File: src/rtl/seq_detector_param_pkg.sv
// seqdet_pkg: shared types, reset constants and width helper for the pattern detector
package seqdet_pkg;
  typedef enum logic {OVL_OFF = 1'b0, OVL_ON = 1'b1} ovl_e;
  localparam logic [7:0] RST_PATTERN = 8'b0000_0101;
  localparam int RST_LEN = 3;
  localparam logic RST_OVERLAP = 1'b1;
  function automatic int len_w(input int max_len);
    return $clog2(max_len + 1);
  endfunction
endpackage

File: src/rtl/seq_detector_param_if.sv
// seq_detector_param_if: serial stream, configuration and status bundle for the detector
interface seq_detector_param_if
  import seqdet_pkg::*;
#(
  parameter int MAX_LEN = 8,
  parameter int CNT_W = 8
);
  localparam int LEN_W = len_w(MAX_LEN);
  logic in_valid;
  logic in_bit;
  logic cfg_load;
  logic [MAX_LEN-1:0] cfg_pattern;
  logic [LEN_W-1:0] cfg_len;
  logic cfg_overlap;
  logic count_clear;
  logic match;
  logic [CNT_W-1:0] match_count;
  logic [LEN_W-1:0] Estado;
  modport master(
    output in_valid, in_bit, cfg_load, cfg_pattern, cfg_len, cfg_overlap, count_clear,
    input match, match_count, Estado
  );
  modport slave(
    input in_valid, in_bit, cfg_load, cfg_pattern, cfg_len, cfg_overlap, count_clear,
    output match, match_count, Estado
  );
endinterface

File: src/rtl/seq_detector_param_sat_counter.sv
// sat_counter: saturating up-counter; clear together with inc restarts at one
module sat_counter #(
  parameter int W = 8
) (
  input  logic         clk,
  input  logic         rst,
  input  logic         clear,
  input  logic         inc,
  output logic [W-1:0] count
);
  always_ff @(posedge clk or negedge rst)
    if (!rst) count <= '0;
    else if (clear) count <= W'(inc);
    else if (inc && count != '1) count <= count + 1'b1;
endmodule

File: src/rtl/seq_detector_param.sv
// seq_detector_param: runtime-loadable Moore serial-pattern detector with saturating match counter
module seq_detector_param
  import seqdet_pkg::*;
#(
  parameter int MAX_LEN = 8,
  parameter int CNT_W = 8,
  parameter logic [MAX_LEN-1:0] DEF_PATTERN = MAX_LEN'(RST_PATTERN),
  parameter int DEF_LEN = RST_LEN,
  parameter logic DEF_OVERLAP = RST_OVERLAP
) (
  input logic clk,
  input logic rst,
  seq_detector_param_if.slave bus
);
  localparam int LEN_W = len_w(MAX_LEN);
  localparam logic [LEN_W-1:0] LEN_MAX = LEN_W'(MAX_LEN);
  logic [MAX_LEN-1:0] hist, hist_nx, pat, pat_nx, mask, shifted;
  logic [LEN_W-1:0] len, len_nx, fill, fill_nx, cfg_len_c;
  ovl_e ovl, ovl_nx;
  logic match_q, match_nx, acc, hit;
  assign acc = bus.in_valid & ~bus.cfg_load;
  assign cfg_len_c = bus.cfg_len == '0 ? LEN_W'(1) : (bus.cfg_len > LEN_MAX ? LEN_MAX : bus.cfg_len);
  assign mask = {MAX_LEN{1'b1}} >> (LEN_MAX - len);
  assign shifted = {hist[MAX_LEN-2:0], bus.in_bit};
  // fill gates the compare so stale history bits never complete a match
  assign hit = acc && fill >= len - LEN_W'(1) && ((shifted ^ pat) & mask) == '0;
  always_comb begin
    hist_nx = hist;
    fill_nx = fill;
    match_nx = match_q;
    pat_nx = pat;
    len_nx = len;
    ovl_nx = ovl;
    if (bus.cfg_load) begin
      hist_nx = '0;
      fill_nx = '0;
      match_nx = 1'b0;
      pat_nx = bus.cfg_pattern;
      len_nx = cfg_len_c;
      ovl_nx = ovl_e'(bus.cfg_overlap);
    end else if (acc) begin
      hist_nx = shifted;
      match_nx = hit;
      fill_nx = hit ? (ovl == OVL_ON ? len : '0) : (fill == len ? len : fill + LEN_W'(1));
    end
  end
  always_ff @(posedge clk or negedge rst)
    if (!rst) begin
      hist <= '0;
      fill <= '0;
      match_q <= 1'b0;
      pat <= DEF_PATTERN;
      len <= LEN_W'(DEF_LEN);
      ovl <= ovl_e'(DEF_OVERLAP);
    end else begin
      hist <= hist_nx;
      fill <= fill_nx;
      match_q <= match_nx;
      pat <= pat_nx;
      len <= len_nx;
      ovl <= ovl_nx;
    end
  sat_counter #(.W(CNT_W)) u_cnt (
    .clk(clk),
    .rst(rst),
    .clear(bus.count_clear),
    .inc(hit),
    .count(bus.match_count)
  );
  assign bus.match = match_q;
  assign bus.Estado = fill;
endmodule
File: src/flat_wrapper.sv
// flat-port wrapper written by rule: the top's interface ports become plain ports
module seq_detector_param_flat import seqdet_pkg::*;
#(
  parameter int MAX_LEN = 8,
  parameter int CNT_W = 8,
  parameter logic [MAX_LEN-1:0] DEF_PATTERN = MAX_LEN'(RST_PATTERN),
  parameter int DEF_LEN = RST_LEN,
  parameter logic DEF_OVERLAP = RST_OVERLAP
)
  (clk, rst, bus_in_valid, bus_in_bit, bus_cfg_load, bus_cfg_pattern, bus_cfg_len, bus_cfg_overlap, bus_count_clear, bus_match, bus_match_count, bus_Estado);
  seq_detector_param_if #(.MAX_LEN(MAX_LEN), .CNT_W(CNT_W)) bus_i ();
  input logic clk;
  input logic rst;
  input wire logic [$bits(bus_i.in_valid)-1:0] bus_in_valid;
  input wire logic [$bits(bus_i.in_bit)-1:0] bus_in_bit;
  input wire logic [$bits(bus_i.cfg_load)-1:0] bus_cfg_load;
  input wire logic [$bits(bus_i.cfg_pattern)-1:0] bus_cfg_pattern;
  input wire logic [$bits(bus_i.cfg_len)-1:0] bus_cfg_len;
  input wire logic [$bits(bus_i.cfg_overlap)-1:0] bus_cfg_overlap;
  input wire logic [$bits(bus_i.count_clear)-1:0] bus_count_clear;
  output wire logic [$bits(bus_i.match)-1:0] bus_match;
  output wire logic [$bits(bus_i.match_count)-1:0] bus_match_count;
  output wire logic [$bits(bus_i.Estado)-1:0] bus_Estado;
  assign bus_i.in_valid = bus_in_valid;
  assign bus_i.in_bit = bus_in_bit;
  assign bus_i.cfg_load = bus_cfg_load;
  assign bus_i.cfg_pattern = bus_cfg_pattern;
  assign bus_i.cfg_len = bus_cfg_len;
  assign bus_i.cfg_overlap = bus_cfg_overlap;
  assign bus_i.count_clear = bus_count_clear;
  assign bus_match = bus_i.match;
  assign bus_match_count = bus_i.match_count;
  assign bus_Estado = bus_i.Estado;
  seq_detector_param #(.MAX_LEN(MAX_LEN), .CNT_W(CNT_W), .DEF_PATTERN(DEF_PATTERN), .DEF_LEN(DEF_LEN), .DEF_OVERLAP(DEF_OVERLAP)) u_core (.clk(clk), .rst(rst), .bus(bus_i));
endmodule
File: config.mk
export PLATFORM = sky130hd
export DESIGN_NAME = seq_detector_param_flat
export DESIGN_NICKNAME = d
export VERILOG_FILES = /design/src/rtl/seq_detector_param_pkg.sv /design/src/rtl/seq_detector_param_if.sv /design/src/rtl/seq_detector_param_sat_counter.sv /design/src/rtl/seq_detector_param.sv /design/src/flat_wrapper.sv
export SDC_FILE = /design/constraint.sdc
export NUM_CORES = 1
export LEC_CHECK = 0
export ABC_AREA = 1
export CAP_MARGIN = 30
export CORE_MARGIN = 2
export CORE_UTILIZATION = 30
export CTS_BUF_LIST = sky130_fd_sc_hd__clkbuf_16
export DETAILED_ROUTE_END_ITERATION = 10
export GPL_ROUTABILITY_DRIVEN = 0
export GPL_TIMING_DRIVEN = 0
export PLACE_DENSITY = 0.61
export SLEW_MARGIN = 0
export SYNTH_ARGS = -nofsm -noshare
export SYNTH_HDL_FRONTEND = slang
export SYNTH_SLANG_ARGS = --single-unit
File: constraint.sdc
create_clock -name clk -period 2.5 [get_ports clk]
set_input_delay 0.25 -clock clk [delete_from_list [all_inputs] [get_ports clk]]
set_output_delay 0.25 -clock clk [all_outputs]
set_load 0.03 [all_outputs]
## Word-level counts from Yosys, hierarchy flattened

Index checks and enable logic that the tools add are counted.

| word-level totals | value |
|---|---|
| word-level logic and storage cells | 40 |
| output and inout port bits | 13 |
| memories kept | 0 |
| memory bits (writable) | 0 |
| ROM bits | 0 |
| register bits | 33 |
| input port bits | 19 |
| bits in latches | 0 |

| operators by class | value |
|---|---|
| muxes and demuxes | 13 |
| bitwise operators | 4 |
| add/subtract/negate cells | 4 |
| equality and inequality tests | 2 |
| magnitude comparators | 2 |
| shift operators | 1 |
| reduce and logical (&&, ||, !) cells | 7 |
| multiply operators | 0 |
| div/mod/pow operators | 0 |

Operators by type and width:

| operator | number |
|---|---|
| 4-bit 2-to-1 mux | 7 |
| 8-bit 2-to-1 mux | 2 |
| 7-bit 2-to-1 mux | 2 |
| 8-bit by 1-bit adder with 8-bit output (second input constant) | 1 |
| 8-bit AND | 1 |
| 8-bit zero test | 1 |
| 8-bit inequality test (second input constant) | 1 |
| 8-bit by 4-bit >> shifter with 8-bit output (first input constant) | 1 |
| 8-bit bitwise XOR | 1 |
| 4-bit by 1-bit adder with 4-bit output (second input constant) | 1 |
| 4-bit == test | 1 |
| 4-bit >= comparator | 1 |
| 4-bit > comparator (second input constant) | 1 |
| 4-bit zero test | 1 |
| 2-bit nonzero test | 2 |
| 4-bit by 1-bit subtractor with 4-bit output (second input constant) | 1 |
| 4-bit subtractor (first input constant) | 1 |
| 1-bit logical AND | 3 |
| 1-bit 2-to-1 mux | 2 |
| 1-bit AND | 1 |
| 1-bit NOT | 1 |

## Logic depth before layout (Yosys ltp)

Gate-level depths: netlist of the first run.

| depth | value |
|---|---|
| depth in word-level cells | 8 |
| mapped depth | 15 |
| mapped depth without buffers | 15 |

## Hierarchy

From an unflattened synthesis of the first run, not the netlist that was laid out.

| unflattened totals | value |
|---|---|
| cells, all modules | 262 |
| area, all modules | 2008.2 µm² |

By module, submodules not included:

| module | cells an instance | area an instance (µm²) | times used |
|---|---|---|---|
| seq_detector_param | 193 | 1488.9 | 1 |
| sat_counter | 69 | 519.2 | 1 |

## Worst setup path after synthesis of the first run

No wires, ideal clock.

| timing path | value |
|---|---|
| kind | register to register |
| from | register u_core.len[0] |
| to | register u_core.u_cnt.count[7] |
| setup slack | 437 ps |
| required time | 2384 ps |
| buffers on the path | 0 |
| stages on the path, launching flop included | 15 |
| arrival time | 1947 ps |
| cells stage by stage | dfstp_2 inv_1 ha_1 inv_1 nand2_1 nand2_1 inv_1 ha_1 nand4_1 nand3_1 nand2_1 inv_2 nand3_4 nor2_1 nor2_1 |

| between the ends | value |
|---|---|
| cells in the longest elaborated chain, start to end | 7 |

Ends and longest elaborated chain:

| what | RTL line | RTL |
|---|---|---|
| from (decl) | seq_detector_param.sv:18 | `logic [LEN_W-1:0] len, len_nx, fill, fill_nx, cfg_len_c;` |
| from (signal assigned) | seq_detector_param.sv:53 | `len <= LEN_W'(DEF_LEN);` |
| from (signal assigned) | seq_detector_param.sv:60 | `len <= len_nx;` |
| 4-bit subtractor | seq_detector_param.sv:23 | `assign mask = {MAX_LEN{1'b1}} >> (LEN_MAX - len);` |
| 8-bit by 4-bit >> shifter with 8-bit output | seq_detector_param.sv:23 |  |
| 8-bit AND | seq_detector_param.sv:26 | `assign hit = acc && fill >= len - LEN_W'(1) && ((shifted ^ pat) & mask) == '0;` |
| 8-bit zero test | seq_detector_param.sv:26 |  |
| 1-bit logical AND * | seq_detector_param.sv:26 |  |
| 1-bit logical AND * | seq_detector_param_sat_counter.sv:14 | `else if (inc && count != '1) count <= count + 1'b1;` |
| 2-bit nonzero test (no line) * | n/a |  |
| to (signal assigned) | seq_detector_param_sat_counter.sv:13 | `else if (clear) count <= W'(inc);` |
| to (signal assigned) | seq_detector_param_sat_counter.sv:14 |  |
| to (decl) | seq_detector_param_sat_counter.sv:9 | `output logic [W-1:0] count` |

Mark *: on every way between the ends. The rest lies on a longest branch, timed or not.
A chain may end at the register's enable or synchronous reset.

## Worst setup path in the final report of the first run

| timing path | value |
|---|---|
| from | register u_core.len[0] |
| to | register u_core.u_cnt.count[5] |

Same word-level chain as after synthesis.

==> results of run 1 <==
[placed cells by master (no fill, tap or decap), drive strengths merged]
| cell type | Yosys | routed |
|---|---|---|
| ha | 9 | 9 |
| xnor2 | 2 | 2 |
| nand2 | 93 | 93 |
| nor3 | 3 | 3 |
| o21bai | 1 | 1 |
| xor2 | 9 | 9 |
| o21ai | 11 | 11 |
| nand4 | 2 | 2 |
| a21oi | 6 | 6 |
| clkbuf | 1 | 6 |
| buf | 2 | 3 |
| o22ai | 8 | 8 |
| nor2 | 16 | 16 |
| clkdlybuf4s50 | 0 | 29 |
| nand3 | 27 | 28 |
| inv | 34 | 36 |
| clkinv | 0 | 1 |
| dfstp | 5 | 5 |
| dfrtp | 28 | 28 |
| or2 | 1 | 1 |
| and3 | 1 | 1 |
[per-layer routing]
metal | GRT usage [%] | up-vias | wire, µm
li1 | - | 901 | -
met1 | 17.19 | 791 | 2100
met2 | 20.62 | 31 | 1999
met3 | 2.557 | 6 | 142
met4 | 5.628 | 0 | 87
met5 | 0 | - | 0
[flip-flops by register name, summed over array words and instances, names as in the netlist]
signal / cells
u_core.len: 4
u_core.bus.Estado: 4
u_core.ovl: 1
u_core.pat: 8
u_core.hist: 7
u_core.bus.match: 1
u_core.u_cnt.count: 8
[worst paths after layout]
kind / start / endpoint / slack, ps / cells after the start
max in group asynchronous: rst / u_core.bus.Estado[1]$_DFFE_PN0P_ / 1990 / 1
min in group clk: bus_cfg_load / u_core.pat[6]$_DFFE_PN0P_ / 290 / 2
setup reg to reg: u_core.len[0]$_DFFE_PN1P_ / u_core.u_cnt.count[5]$_DFFE_PN0P_ / 210 / 15
hold / removal: rst / u_core.pat[4]$_DFFE_PN0P_ / 30 / 1
setup / recovery: u_core.len[0]$_DFFE_PN1P_ / u_core.u_cnt.count[5]$_DFFE_PN0P_ / 210 / 15
hold reg to reg: u_core.pat[2]$_DFFE_PN1P_ / u_core.pat[2]$_DFFE_PN1P_ / 460 / 2
[metrics by stage]
step | util, % | total power, µW | cell area [µm²] | worst slack [ps]
5_1_grt | 39.54 | 1719 | 2496 | 22.21
3_5_place_dp | 37.18 | 1056 | 2347 | 132.3
3_3_place_gp | 37.26 | 1049 | 2352 | 175.3
6_report | 39.54 | 1618 | 2496 | 211.0
2_1_floorplan | - | 911.8 | 1956 | 437.2
4_1_cts | 39.34 | 1631 | 2484 | 111.7
[repair_timing]
item	CTS	global route
setup endpoints to repair	0	10
hold buffers	0	0
resized for setup	0	2
[critical path, stage by stage (launching register included)]
cell     delay [ps]
dfstp_2         560
inv_2            70
ha_1            220
inv_1            60
nand2_1          90
nand2_1         100
inv_1            50
ha_1            300
nand4_1         100
nand3_1         100
nand2_1          90
inv_4           120
nand3_4         120
nand2_4         120
nand2_1          70
nand2_1          50
[logic make-up (layout without fill, tap and decap cells)]
group	after synthesis	in the layout	share of synthesized area, %
AOI/OAI and AO/OA	26	26	7.294
xor gates and xnor gates	11	11	5.311
adders and majority gates	9	9	5.758
buffers and inverters	37	75	7.165
DFF	33	33	42.55
and+or+nand+nor	143	144	31.93
[area by class of cell]
| class | count | area [µm²] | area share, % |
|---|---|---|---|
| multi-input combinational | 190 | 993.5 | 39.80 |
| timing repair buffer | 30 | 295.3 | 11.83 |
| inverter | 34 | 130.1 | 5.213 |
| clock inverter | 3 | 11.26 | 0.4511 |
| buffer | 3 | 12.51 | 0.5013 |
| sequential | 33 | 832.0 | 33.33 |
| clock buffer | 5 | 125.1 | 5.013 |
| tap | 77 | 96.34 | 3.860 |
[power breakdown]
part           switching, µW  internal [µW]  total, µW  leakage [µW]
Clock                    210            357        567     0.0000738
Combinational            243            171        415      0.000745
Sequential              53.8            582        636      0.000424
==> metrics.md, run 1 <==
| Metric | Value |
|---|---|
| Status | completed |
| DP HPWL | 3152 µm |
| Inserted Clock Buffers | 5 |
| Skew final | 6.932 ps |
| TritonRoute pass-1 iters | 4 |
| Layout Cells excl Fill | 375 |
| Number of cell rows | 29 |
| Clk_lat worst skew | 280 ps |
| CP Class | flop to flop |
| Post-CTS Setup Inserts | 0 |
| Yosys warnings | 0 |
| Peak VDD IR | 369.9 µV |
| Top-area cell type share of the netlist area | 35.83% |
| CP endpoint kind | flop |
| Final setup fails | 0 |
| Clock Path Buffers | 2 |
| DRC Markers | 0 |
| Ys flop type | dfrtp_1 |
| Fin. Hold Viols | 0 |
| CTS sink cnt | 33 |
| Post-route ant nets | 0 |
| Initial DRC Count | 105 |
| Fin. max-slew vios | 0 |
| ANT cells | 0 |
| Placed cells | 366 |
| Number of global-route vias before repair | 1689 |
| Hold WC Path Type | input port to asynchronous set/reset pin |
| Die width | 84.74 µm |
| CTS tree | done |
| Slew HR | 51.24% |
| P&R area growth vs syn | 27.64% |
| Most frequent cell after synthesis | nand2_1 |
| Crit path time final | 2289 ps |
| Layout net count | 325 |
| Fin crit share | 91.56% |
| Ranking of synthesized cells by area | dfrtp_1, nand2_1, dfstp_2, nand3_1, ha_1 |
| Initial antenna violation count | 0 |
| Max-cap violation count | 0 |
| Largest net degree at the start of global routing | 34 |
| Avg WL per Cell | 11.54 µm |
| Cell count after synthesis | 259 |
| Slew @ Worst Pin | 731.4 ps |
| Fillers | 694 |
| Setup TNS Final | 0 ps |
| Crit path DAT | 2500 ps |
| Global route overflow | 0 |
| Syn Nets | 287 |
| Synth Area per Inst | 7.551 µm² |
| Worst setup SP type | flop |
| EDFF count, synth | 0 |
| CTS H-tree lvls | 2 |
| First-pass GRT wire length | 7486 µm |
| CP max FO | 8 |
| Synth Cell Area | 1956 µm² |
| I/O Buffers | 30 |
| Final Hold Slack | 34.12 ps |
| Clk Tree Root Cell | clkbuf_16 |
| Wirelength, routed | 4329 µm |
| Clk pin slew, worst setup/hold paths | 50 ps |
| Library cells used by synthesis | 27 |
| Via count | 1729 |
| Synth Register Bits | 33 |
| Asr flop ratio synth | 100.0% |
| Core area | 6314 µm² |
| Vias per Instance | 4.611 |
| Seq/Total Area, Yosys | 42.55% |
| WP data required | 2710 ps |
| RSZ-0062 raised after global routing | no |
| Die area | 7181 µm² |
| Fraction of layout cells with a size suffix above 1 | 9.732% |
| Pwr Density | 648.1 nW/µm² |
| GR Util All Layers | 12.97% |
| Die Ht | 84.74 µm |
| Starting Density | 30.98% |
| LEAKAGE | 0.001242 µW |
| Largest area contributor in the netlist | dfrtp_1 |
| Fmax | 0.4369 GHz |
| Num ports | 32 |
| Commonest cells in the netlist | nand2_1, inv_1, dfrtp_1, nand3_1, nor2_1 |
(Power assumes the default switching activity.)
==> inputs of run 2 (changes only) <==
- CTS_BUF_LIST: sky130_fd_sc_hd__clkbuf_16 -> sky130_fd_sc_hd__clkbuf_8
==> metrics.md, run 2 (same netlist as run 1, synthesis figures left out) <==
| Metric | Value |
|---|---|
| Status | completed |
| Worst R2R Path Depth | 15 |
| Die width | 84.74 µm |
| Peak VDD IR | 266.5 µV |
| Post_cts resized | 0 |
| Placed cells | 366 |
| Layout net count | 325 |
| Fin. max-slew vios | 0 |
| WP data required | 2710 ps |
| Clock Path Buffers | 2 |
| Post-route core utilization | 38.80% |
| Fin. Hold Viols | 0 |
| Fin crit share | 91.75% |
| Core area | 6314 µm² |
| P&R area growth vs syn | 25.27% |
| Reg-to-reg critical path startpoint | u_core.len[0]$_DFFE_PN1P_ |
| Global route overflow | 0 |
| Critical path, cell by cell | inv_2 -> ha_1 -> inv_1 -> nand2_1 -> nand2_1 -> inv_1 -> ha_1 -> nand4_1 -> nand3_1 -> nand2_1 -> inv_4 -> nand3_4 -> nand2_4 -> nand2_1 -> nand2_1 |
| Clk pin slew, worst setup/hold paths | 70 ps |
| Initial antenna violation count | 0 |
| First-pass GRT wire length | 7403 µm |
| Crit path time final | 2294 ps |
| Number of global-route vias before repair | 1683 |
| Skew final | 12.46 ps |
| Fraction of layout cells with a size suffix above 1 | 10.07% |
| DRC Markers | 0 |
| Setup crit end | u_core.u_cnt.count[5]$_DFFE_PN0P_ |
| Clk_lat worst skew | 280 ps |
| Final Hold Slack | 27.52 ps |
| CP max FO | 8 |
| TritonRoute pass-1 iters | 4 |
| RSZ-0062 raised after global routing | no |
| Wirelength, routed | 4268 µm |
| Reg2reg end | u_core.u_cnt.count[5]$_DFFE_PN0P_ |
| Avg WL per Cell | 11.38 µm |
| CTS H-tree lvls | 2 |
| GR Util All Layers | 12.72% |
| DP HPWL | 3152 µm |
| Starting Density | 30.98% |
| CP endpoint kind | flop |
| Pwr Density | 592.4 nW/µm² |
| Slew HR | 50.38% |
| Commonest non-fill, non-tap cell in the layout | nand2_1 |
| Most frequent cells in the layout | nand2_1, inv_1, clkdlybuf4s50_1 |
| Worst setup SP type | flop |
| Num ports | 32 |
| Slowest cell on crit path | dfstp_2 |
| Die area | 7181 µm² |
| Max-cap violation count | 0 |
| Hold WC Path Type | input port to asynchronous set/reset pin |
| CTS sink cnt | 33 |
| Die Ht | 84.74 µm |
| Hold_buf cts | 0 |
| Layout Cells excl Fill | 375 |
| Max incr delay on CP | 560 ps |
| I/O Buffers | 30 |
| Largest net degree at the start of global routing | 34 |
| CP Class | flop to flop |
| Clk Tree Root Cell | clkbuf_8 |
| Final setup fails | 0 |
| Inserted Clock Buffers | 5 |
| Number of cell rows | 29 |
| CTS tree | done |
| Registers with the most flip-flops | u_core.pat (8), u_core.u_cnt.count (8), u_core.hist (7) |
| Via count | 1748 |
| Initial DRC Count | 90 |
| Crit path DAT | 2510 ps |
| Worst slack at placement | 132.3 ps |
| Reg2Reg Setup Slack | 210 ps |
| ANT cells | 0 |
| Fmax | 0.4360 GHz |
| Post-route ant nets | 0 |
| Most common cell on crit path | nand2_1 |
| Vias per Instance | 4.661 |
| LEAKAGE | 0.001222 µW |
| Setup TNS Final | 0 ps |
| Final Worst Setup Slack | 206.2 ps |
| Post-CTS Setup Inserts | 0 |
| Slew @ Worst Pin | 744.3 ps |
| Critical path origin | u_core.len[0]$_DFFE_PN1P_ |
==> run 2: per-stage QoR <==
stage / area [µm²] / power, µW
5_1_grt: 2450 / 1555
4_1_cts: 2437 / 1463
3_5_place_dp: 2347 / 1056
3_3_place_gp: 2352 / 1049
2_1_floorplan: 1956 / 911.8
6_report: 2450 / 1451
==> run 2: where the power goes <==
part	switching (µW)	leakage (µW)	internal, µW	total (µW)
clock network	185	0.0000538	216	401
registers	53.8	0.000424	581	635
logic	244	0.000745	171	415
total	483	0.00122	969	1450
==> run 2: cell type report <==
class                   count  area, µm²
plain buffers               3      12.51
clock buffers               6      82.58
repair buffers             30      295.3
flip-flops and latches     33      832.0
well taps                  77      96.34
clock inverters             2      7.507
multi-input cells         190      993.5
inverters                  34      130.1
fillers                   705       3864
==> run 2: worst min path at each step <==
stage               cells after the start  slack [ps]                          endpoint                 startpoint
floorplan                               0         -50  u_core.bus.Estado[0]$_DFFE_PN0P_                        rst
global placement                        2         460         u_core.pat[0]$_DFFE_PN1P_  u_core.pat[0]$_DFFE_PN1P_
detailed placement                      1         360         u_core.pat[3]$_DFFE_PN0P_                        rst
CTS                                     1          60         u_core.pat[4]$_DFFE_PN0P_                        rst
global route                            1          90        u_core.hist[3]$_DFFE_PN0P_                        rst
finish                                  1          30         u_core.pat[4]$_DFFE_PN0P_                        rst
==> run 2: critical path, delay by kind of cell (launching register included) <==
family / cells / cell delay [ps]
adder cells (fa/ha/maj): 2 / 520
flip-flops: 1 / 560
buffers and inverters: 4 / 300
AND/OR/NAND/NOR: 9 / 850
==> run 2: per-layer routing <==
layer | global-route usage (%) | part of all wire (%) | wire length (µm) | up-vias
li1 | - | - | - | 901
met3 | 2.557 | 3.6 | 152 | 7
met5 | 0 | 0 | 0 | -
met1 | 17.01 | 48 | 2065 | 803
met4 | 4.762 | 1.6 | 70 | 0
met2 | 20.40 | 46 | 1980 | 37
